--- config.mk ---
export PLATFORM = sky130hd
export DESIGN_NAME = l2_noc_out_packer
export DESIGN_NICKNAME = d
export VERILOG_FILES = /design/src/rtl/l2_noc_out_packer_pkg.sv /design/src/rtl/l2_noc_head_gen.sv /design/src/rtl/l2_noc_out_packer.sv
export SDC_FILE = /design/constraint.sdc
export NUM_CORES = 1
export LEC_CHECK = 0
export BUFFER_PORTS_ARGS = -buffer_cell sky130_fd_sc_hd__buf_2
export CORE_AREA = 2 2 264 266
export DETAILED_ROUTE_END_ITERATION = 7
export DIE_AREA = 0 0 266 268
export PLACE_DENSITY = 0.6
export SETUP_SLACK_MARGIN = 0.2
export SYNTH_ARGS = -nofsm -noshare
export SYNTH_HDL_FRONTEND = slang
export SYNTH_SLANG_ARGS = --single-unit
--- constraint.sdc ---
create_clock -name clk -period 3.4 [get_ports clk]
set_input_delay 0 -clock clk [delete_from_list [all_inputs] [get_ports clk]]
set_output_delay 0 -clock clk [all_outputs]
set_load 0.1 [all_outputs]
--- src/rtl/l2_noc_out_packer_pkg.sv ---
// Shared L2 NoC-out types: message bundles, head flit layout,
// preamble codes and packer state encoding.
package l2_noc_out_packer_pkg;

  localparam int BITS_PER_WORD = 64;
  localparam int N_WORDS       = 4;
  localparam int TILE_BITS     = 4;
  localparam int LINE_ADDR_W   = 26;
  localparam int COH_MSG_W     = 5;
  localparam int HPROT_W       = 2;

  localparam logic [1:0] PRE_HEAD = 2'b10;
  localparam logic [1:0] PRE_BODY = 2'b00;
  localparam logic [1:0] PRE_TAIL = 2'b01;

  localparam logic MSG_REQ = 1'b0;
  localparam logic MSG_RSP = 1'b1;

  typedef logic [COH_MSG_W-1:0]   coh_msg_t;
  typedef logic [HPROT_W-1:0]     hprot_t;
  typedef logic [LINE_ADDR_W-1:0] line_addr_t;
  typedef logic [N_WORDS-1:0]     word_mask_t;
  typedef logic [TILE_BITS-1:0]   tile_id_t;
  typedef logic [N_WORDS-1:0][BITS_PER_WORD-1:0] line_t;

  localparam coh_msg_t REQ_GETS      = 5'd0;
  localparam coh_msg_t REQ_GETM      = 5'd1;
  localparam coh_msg_t REQ_PUTS      = 5'd2;
  localparam coh_msg_t REQ_PUTM      = 5'd3;
  localparam coh_msg_t REQ_WT        = 5'd4;
  localparam coh_msg_t RSP_INV_ACK   = 5'd0;
  localparam coh_msg_t RSP_DATA      = 5'd1;
  localparam coh_msg_t RSP_DATA_XFER = 5'd2;
  localparam coh_msg_t RSP_ACK       = 5'd3;

  typedef struct packed {
    coh_msg_t   coh_msg;
    hprot_t     hprot;
    line_addr_t addr;
    line_t      line;
    word_mask_t word_mask;
  } l2_req_out_t;

  typedef struct packed {
    coh_msg_t   coh_msg;
    tile_id_t   req_id;
    logic       to_req;
    line_addr_t addr;
    line_t      line;
    word_mask_t word_mask;
  } l2_rsp_out_t;

  // Declared MSB first so coh_msg lands in the low bits of the flit.
  typedef struct packed {
    logic       msg_class;
    tile_id_t   dst;
    tile_id_t   src;
    word_mask_t word_mask;
    coh_msg_t   coh_msg;
  } noc_head_t;

  typedef enum logic [1:0] {
    IDLE,
    HEAD,
    ADDR,
    DATA
  } packer_state_t;

  function automatic logic msg_has_data(
    input logic     msg_class,
    input coh_msg_t coh_msg
  );
    logic d;
    d = 1'b0;
    unique case (1'b1)
      msg_class == MSG_RSP:
        d = (coh_msg == RSP_DATA) || (coh_msg == RSP_DATA_XFER);
      default:
        d = (coh_msg == REQ_PUTM) || (coh_msg == REQ_WT);
    endcase
    return d;
  endfunction

endpackage

--- src/rtl/l2_noc_head_gen.sv ---
// Builds the head flit fields from the latched message,
// including destination selection (requester or home LLC).
module l2_noc_head_gen
  import l2_noc_out_packer_pkg::*;
#(
  parameter int LLC_BITS = 2
) (
  input  logic                msg_class,
  input  coh_msg_t            coh_msg,
  input  word_mask_t          word_mask,
  input  tile_id_t            src,
  input  tile_id_t            req_id,
  input  logic                to_req,
  input  logic [LLC_BITS-1:0] llc_sel,
  input  tile_id_t            llc_base_id,
  output noc_head_t           head
);

  tile_id_t home;

  assign home = llc_base_id + tile_id_t'(llc_sel);

  always_comb begin
    head           = '0;
    head.coh_msg   = coh_msg;
    head.word_mask = word_mask;
    head.src       = src;
    head.msg_class = msg_class;
    unique case (1'b1)
      msg_class && to_req: head.dst = req_id;
      default:             head.dst = home;
    endcase
  end

endmodule

--- src/rtl/l2_noc_out_packer.sv ---
// Arbitrates L2 rsp/req out channels (rsp first) and serializes
// each message into an atomic head/addr/data flit packet.
module l2_noc_out_packer
  import l2_noc_out_packer_pkg::*;
#(
  parameter int NOC_W          = BITS_PER_WORD,
  parameter int WORDS_PER_LINE = N_WORDS,
  parameter int TILE_ID_W      = TILE_BITS,
  parameter int LLC_BITS       = 2
) (
  input  logic                 clk,
  input  logic                 rst,
  input  logic [TILE_ID_W-1:0] my_tile_id,
  input  logic [TILE_ID_W-1:0] llc_base_id,
  input  logic                 l2_req_out_valid,
  output logic                 l2_req_out_ready,
  input  l2_req_out_t          l2_req_out,
  input  logic                 l2_rsp_out_valid,
  output logic                 l2_rsp_out_ready,
  input  l2_rsp_out_t          l2_rsp_out,
  output logic                 noc_out_valid,
  input  logic                 noc_out_ready,
  output logic [NOC_W+1:0]     noc_out_data
);

  localparam int CNT_W = $clog2(WORDS_PER_LINE);
  localparam int PAD_W = NOC_W - $bits(noc_head_t);

  packer_state_t    state_q;
  logic [CNT_W-1:0] cnt_q;
  logic             cls_q;
  logic             to_req_q;
  coh_msg_t         coh_q;
  word_mask_t       mask_q;
  line_addr_t       addr_q;
  line_t            line_q;
  tile_id_t         req_id_q;

  noc_head_t head;
  logic      has_data;
  logic      last_word;
  logic      is_tail;
  logic      fire;
  logic      can_accept;
  logic      take_rsp;
  logic      take_req;
  logic      unused_hprot;

  assign unused_hprot = ^l2_req_out.hprot;

  l2_noc_head_gen #(
    .LLC_BITS (LLC_BITS)
  ) u_head_gen (
    .msg_class   (cls_q),
    .coh_msg     (coh_q),
    .word_mask   (mask_q),
    .src         (my_tile_id),
    .req_id      (req_id_q),
    .to_req      (to_req_q),
    .llc_sel     (addr_q[LLC_BITS-1:0]),
    .llc_base_id (llc_base_id),
    .head        (head)
  );

  assign has_data  = msg_has_data(cls_q, coh_q);
  assign last_word = cnt_q == CNT_W'(WORDS_PER_LINE - 1);
  assign is_tail   = ((state_q == ADDR) && !has_data) ||
                     ((state_q == DATA) && last_word);

  assign noc_out_valid = state_q != IDLE;
  assign fire          = noc_out_valid && noc_out_ready;
  assign can_accept    = (state_q == IDLE) || (fire && is_tail);

  assign l2_rsp_out_ready = can_accept;
  assign l2_req_out_ready = can_accept && !l2_rsp_out_valid;

  assign take_rsp = can_accept && l2_rsp_out_valid;
  assign take_req = l2_req_out_ready && l2_req_out_valid;

  always_comb begin
    noc_out_data = '0;
    unique case (state_q)
      HEAD: noc_out_data = {PRE_HEAD, {PAD_W{1'b0}}, head};
      ADDR: noc_out_data = {is_tail ? PRE_TAIL : PRE_BODY,
                            NOC_W'(addr_q)};
      DATA: noc_out_data = {is_tail ? PRE_TAIL : PRE_BODY,
                            line_q[cnt_q]};
      default: noc_out_data = '0;
    endcase
  end

  always_ff @(posedge clk) begin
    if (rst) begin
      state_q  <= IDLE;
      cnt_q    <= '0;
      cls_q    <= MSG_REQ;
      to_req_q <= 1'b0;
      coh_q    <= '0;
      mask_q   <= '0;
      addr_q   <= '0;
      line_q   <= '0;
      req_id_q <= '0;
    end else begin
      if (take_rsp || take_req) begin
        state_q <= HEAD;
        if (take_rsp) begin
          cls_q    <= MSG_RSP;
          to_req_q <= l2_rsp_out.to_req;
          req_id_q <= l2_rsp_out.req_id;
          coh_q    <= l2_rsp_out.coh_msg;
          mask_q   <= l2_rsp_out.word_mask;
          addr_q   <= l2_rsp_out.addr;
          line_q   <= l2_rsp_out.line;
        end else begin
          cls_q    <= MSG_REQ;
          to_req_q <= 1'b0;
          req_id_q <= '0;
          coh_q    <= l2_req_out.coh_msg;
          mask_q   <= l2_req_out.word_mask;
          addr_q   <= l2_req_out.addr;
          line_q   <= l2_req_out.line;
        end
      end else begin
        unique case (state_q)
          HEAD: if (fire) state_q <= ADDR;
          ADDR: if (fire) state_q <= has_data ? DATA : IDLE;
          DATA: if (fire && last_word) state_q <= IDLE;
          default: ;
        endcase
      end
      if (state_q == ADDR)
        cnt_q <= '0;
      else if ((state_q == DATA) && fire)
        cnt_q <= cnt_q + 1'b1;
    end
  end

endmodule
# ---- Word-level counts from Yosys, hierarchy flattened
# Cells that the tools add are included.
# W data, S select, Z words.
dict set report totals {
  reg_bits 301
  input_bits 602
  out_inout_bits 69
}
dict set report op_classes {
  n_addsub 2
  order_cmp 1
  n_eq_ne 14
  mux 19
  reduce_logical 25
}
# op count
set ops {}
lappend ops {{$mux W256} 1}
lappend ops {{$pmux W66 S3} 1}
lappend ops {{$bmux W64 S2} 1}
lappend ops {{$mux W64} 1}
lappend ops {{$mux W26} 1}
lappend ops {{$mux W4} 3}
lappend ops {{$eq A5 B2 Y1 const B} 2}
lappend ops {{$logic_and A1 B1 Y1} 10}
lappend ops {{$mux W2} 4}
lappend ops {{$reduce_and A4 Y1} 2}
lappend ops {{$eq A2 B2 Y1 const B} 3}
lappend ops {{$pmux W2 S3} 1}
lappend ops {{$eq A5 B1 Y1 const B} 1}
lappend ops {{$eq A5 B3 Y1 const B} 1}
lappend ops {{$logic_or A1 B1 Y1} 5}
lappend ops {{$mux W1} 5}
lappend ops {{$mux W5} 1}
lappend ops {{$add A4 B2 Y4} 1}
lappend ops {{$ne A2 B2 Y1 const B} 2}
lappend ops {{$reduce_bool A4 Y1} 1}
lappend ops {{$reduce_or A2 Y1} 2}
lappend ops {{$lt A2 B3 Y1 const B} 1}
lappend ops {{$ne A3 B1 Y1 const B} 1}
lappend ops {{$ne A3 B2 Y1 const B} 1}
lappend ops {{other kinds (8)} 9}

# ---- Longest topological paths before layout
dict set report depth {
  ltp_word 13
  mapped_depth 8
  mapped_depth_nobuf 7
}

# ---- Cells and area by module
# A second synthesis with hierarchy kept.
dict set report unflattened {
  cells_unflattened 1957
  hier_area_um2 18094.9
}
# module n_inst cells_per_inst area_each_um2 seq_area_each_um2
set by_module_without_submodules {}
lappend by_module_without_submodules {l2_noc_out_packer 1 1924 17862.1 6025.8}
lappend by_module_without_submodules {l2_noc_head_gen 1 33 232.7 0.0}

# ---- Worst setup path after synthesis
# No wires, ideal clock.
dict set report synth_path {
  kind {register to output}
  startpoint {register cnt_q[1]}
  endpoint {output port noc_out_data[0]}
  arrival_time_ns 3.813
  slack_ns -0.413
  path_stages_with_launch 7
  n_path_buf 3
  cell_sequence {dfxtp_1 > buf_2 > clkbuf_1 > clkbuf_1 > mux4_2 > mux2i_1 > o21ai_0}
}
dict set report synth_via {
  elab_chain_cells 3
}
# item line
set synth_lines {}
lappend synth_lines {{from (decl)} l2_noc_out_packer.sv:30} ;# logic [CNT_W-1:0] cnt_q;
lappend synth_lines {{from (signal assigned)} l2_noc_out_packer.sv:134} ;# cnt_q <= cnt_q + 1'b1;
lappend synth_lines {{$bmux W64 S2} l2_noc_out_packer.sv:87} ;# line_q[cnt_q]};
lappend synth_lines {{$mux W64 (not written as such)} l2_noc_out_packer.sv:87}
lappend synth_lines {{$pmux W66 S3} l2_noc_out_packer.sv:82} ;# unique case (state_q)
lappend synth_lines {{to (decl)} l2_noc_out_packer.sv:23} ;# output logic [NOC_W+1:0] noc_out_data
# Every way passes these cells. The select of a mux whose other input is x is not followed.

# ---- Worst setup path in the final report
dict set report layout_path {
  startpoint {register coh_q[0]}
  endpoint {register line_q[58] in the netlist's numbering}
}
dict set report layout_via {
  elab_chain_cells 11
  word_cells_on_any_way 17
  cone_classes {eq/ne (4); mux (2); reduce/logical (11)}
}
# item line
set layout_lines {}
lappend layout_lines {{from (decl)} l2_noc_out_packer.sv:33} ;# coh_msg_t coh_q;
lappend layout_lines {{from (signal assigned)} l2_noc_out_packer.sv:110} ;# coh_q <= l2_rsp_out.coh_msg;
lappend layout_lines {{from (signal assigned)} l2_noc_out_packer.sv:118} ;# coh_q <= l2_req_out.coh_msg;
lappend layout_lines {{$eq A5 B2 Y1, or another cell as far along} l2_noc_out_packer_pkg.sv:79} ;# d = (coh_msg == REQ_PUTM) || (coh_msg == REQ_WT);
lappend layout_lines {{$logic_or A1 B1 Y1, on equally long branches} {l2_noc_out_packer_pkg.sv:79, l2_noc_out_packer_pkg.sv:77}}
lappend layout_lines {{$mux W1 *} l2_noc_out_packer_pkg.sv:75} ;# unique case (1'b1)
lappend layout_lines {{$logic_not A1 Y1 *} l2_noc_out_packer.sv:67} ;# assign is_tail = ((state_q == ADDR) && !has_data) ||
lappend layout_lines {{$logic_and A1 B1 Y1 *} l2_noc_out_packer.sv:67}
lappend layout_lines {{$logic_or A1 B1 Y1 *} l2_noc_out_packer.sv:67}
lappend layout_lines {{$logic_and A1 B1 Y1 *} l2_noc_out_packer.sv:72} ;# assign can_accept = (state_q == IDLE) || (fire && is_tail);
lappend layout_lines {{$logic_or A1 B1 Y1 *} l2_noc_out_packer.sv:72}
lappend layout_lines {{$logic_and A1 B1 Y1} l2_noc_out_packer.sv:75} ;# assign l2_req_out_ready = can_accept && !l2_rsp_out_valid;
lappend layout_lines {{$logic_and A1 B1 Y1} l2_noc_out_packer.sv:78} ;# assign take_req = l2_req_out_ready && l2_req_out_valid;
lappend layout_lines {{$logic_or A1 B1 Y1} l2_noc_out_packer.sv:104} ;# if (take_rsp || take_req) begin
lappend layout_lines {{to (signal assigned)} l2_noc_out_packer.sv:113} ;# line_q <= l2_rsp_out.line;
lappend layout_lines {{to (signal assigned)} l2_noc_out_packer.sv:121} ;# line_q <= l2_req_out.line;
lappend layout_lines {{to (decl)} l2_noc_out_packer.sv:36} ;# line_t line_q;
# Every way passes the cells marked *; elsewhere a longest branch is shown, timed or not.
# A chain may end at the register's enable or synchronous reset.

==> metrics.md <==
| Metric | Value |
|---|---|
| CTS H-tree depth | 2 |
| Root Driver | clkbuf_16 |
| Fin crit period | 3.00 ns |
| # port buffers | 668 |
| Hold WS | 0.124 ns |
| Crit-path max FO | 90 |
| CP required | 3.91 ns |
| Final Hold Fails | 0 |
| Mapped cell area | 23,100 µm² |
| Die W | 266 µm |
| Vias in the first global route | 29,100 |
| Period utilization | 88.2% |
| PD cells | 403 nW/µm² |
| Slew Limit Fails | 0 |
| Final net count | 3,999 |
| EDFF count, synth | 0 |
| Vias | 28,900 |
| Maximum clock path buffer count | 3 |
| Hold Path Class | in -> reg |
| Share of flip-flops with an asynchronous set or reset | 0% |
| Final Setup Violations | 0 |
| DRC errors left | 0 |
| First-pass GRT wire length | 173 mm |
| CP Capture Type | flop |
| Largest net degree at the start of global routing | 153 |
| Die area | 71,300 µm² |
| Final core utilization | 51.1% |
| GRT Resource Usage Total | 30.5% |
| Drt pass-1 iters | 6 |
| TNS Setup | 0 ns |
| Yosys warning count | 0 |
| Die height | 268 µm |
| Fraction of layout cells with a size suffix above 1 | 34.3% |
| CP Launch Type | flop |
| Core area | 68,200 µm² |
| Worst-path clk slew | 0.06 ns |
| RD Place Congestion | 0.885 |
| Worst Path Arrival | 3.51 ns |
| Total CTS buffers | 42 |
| Synth cell types | 52 |
| Number of DRC markers in iteration 0 | 3,827 |
| Slew @ Worst Pin | 0.971 ns |
| Post-CTS sizing | 0 |
| Max VDD drop | 0.431 mV |
| Syn_nets | 2,969 |
| Crit Path Category | reg -> reg |
| Syn Inst Count | 2,363 |
| Num ports | 671 |
| Mean routed wirelength per cell | 26.8 µm |
| Power Total | 14.1 mW |
| Drt total wl | 116 mm |
| Fill count | 5,972 |
| Max transition margin | 35.0% |
| Rows | 96 |
| Area Overhead vs Synth | 50.8% |
| Pleak | 12.6 nW |
| Synth Flop Type | dfxtp_1 |
| Antenna-violating nets left | 0 |
| Layout Skew | 0.0168 ns |
| Vias per cell | 6.67 |
| HPWL Detailed | 69.3 mm |
| Initial Util | 33.9% |
| Initial antenna violation count | 25 |
| Sink Count | 301 |
| Maxcap violations | 0 |
| FMAX | 0.333 GHz |
| RSZ-0062 raised after global routing | false |
| Worst-Skew Late Latency | 0.57 ns |
| Syn Area/Cell | 9.78 µm² |
| Yosys reg bits | 301 |
| Share of the yosys chip area belonging to registers | 26.1% |
| Gr ovfl total | 0 |
| Status | complete, no violations |
| CTS tree | yes |
| Reg2Reg Setup Slack | 0.40 ns |
==> placed cells by master, fill, tap and decap left out, types with 39 or more instances in the layout <==
cell / netlist / final
clkbuf_16: 0 / 45
dlygate4sd3_1: 0 / 593
buf_4: 0 / 46
buf_2: 30 / 650
o2111a_1: 285 / 285
mux4_2: 64 / 64
dfxtp_1: 301 / 297
and3_1: 39 / 39
or3_1: 286 / 285
o221a_2: 285 / 285
nand3b_1: 287 / 287
o22a_1: 286 / 286
buf_12: 0 / 47
==> stage by stage <==
stage          instances  worst slack [ns]  cell area, µm²
5_1_grt             4322             0.280           34800
2_1_floorplan       2363             0.341           23100
6_report            4330             0.400           34800
3_3_place_gp        3637             0.742           27500
3_5_place_dp        3637             0.647           27500
4_1_cts             4304             0.267           34700
==> flip-flops by register name, summed over array words and instances, names as in the netlist <==
register  cells
coh_q         5
req_id_q      4
addr_q       26
cnt_q         2
mask_q        4
to_req_q      1
cls_q         1
line_q      256
state_q       2
==> final cells by class <==
class / instances / area [µm²] / area share [%]
flip-flops and latches: 301 / 6040 / 17.3
well taps: 882 / 1100 / 3.17
inverters: 17 / 71.3 / 0.205
diodes: 25 / 62.6 / 0.180
clock inverters: 9 / 48.8 / 0.140
clock buffers: 65 / 1300 / 3.74
multi-input cells: 1695 / 15700 / 45.2
repair buffers: 1336 / 10500 / 30.1
==> synth_stat cells (all sizes together) (3+ instances only) <==
cell type,instances,area (µm²)
o2111a,285,3210
nand2,25,93.8
a221oi,5,43.8
a22o,3,26.3
a21oi,8,40.0
nor3,3,15.0
buf,55,259
o22ai,5,31.3
o21ai,23,119
nand3,3,15.0
mux4,64,1440
nor2b,6,37.5
a32o,5,50.1
and3,39,244
dfxtp,301,6030
mux2i,25,250
ha,3,37.5
nand3b,287,2150
nor2,16,60.1
inv,17,63.8
o31ai,3,22.5
o22a,286,2500
o221a,285,3210
clkbuf,295,1110
nand2b,3,18.8
or3,286,1790
==> critical path: stages (launching register included) <==
cell           delay (ns)
dfxtp_1              0.47
xnor2_1              0.21
o21ai_4              0.81
buf_12               0.47
o22a_1               0.19
o2111a_1             0.19
dlygate4sd3_1        0.56
==> final timing paths <==
path	startpoint	endpoint	depth (start not counted)
max	coh_q[0]$_SDFFE_PP0P_	line_q[58]$_SDFFE_PP0P_	6
min	l2_rsp_out_valid	state_q[0]$_SDFFE_PP0P_	5
max reg2reg	coh_q[0]$_SDFFE_PP0P_	line_q[58]$_SDFFE_PP0P_	6
min reg2reg	mask_q[3]$_SDFFE_PP0P_	mask_q[3]$_SDFFE_PP0P_	2
==> cell families after synthesis <==
kind of cell	Yosys count	share of synthesized area, %
AOI/OAI and AO/OA	922	40.6
and+or+nand+nor	678	19.5
adders and majority gates	4	0.249
muxes	89	7.32
buffers and inverters	367	6.19
xor gates and xnor gates	2	0.0758
DFF	301	26.1
==> report_power, final <==
part	internal (mW)	switching [mW]
clock network	2.62	1.83
logic	2.37	2.74
registers	4.03	0.461
==> per-layer routing <==
metal  global-route usage [%]  vias to the layer above  wire length, µm
met3                     7.53                      551            11900
met2                     48.1                     2149            52800
met5                        0                        -               66
li1                         -                    12200                -
met1                     38.2                    14000            44600
met4                     17.0                       10             6480
==> what timing repair did <==
item / 4_1_cts / 5_1_grt
buffers inserted: 0 / 1
endpoints found under the hold margin: 301 / 0
setup endpoints to repair: 0 / 19
hold buffers: 593 / 0
Power figures use the tool's default switching activity.
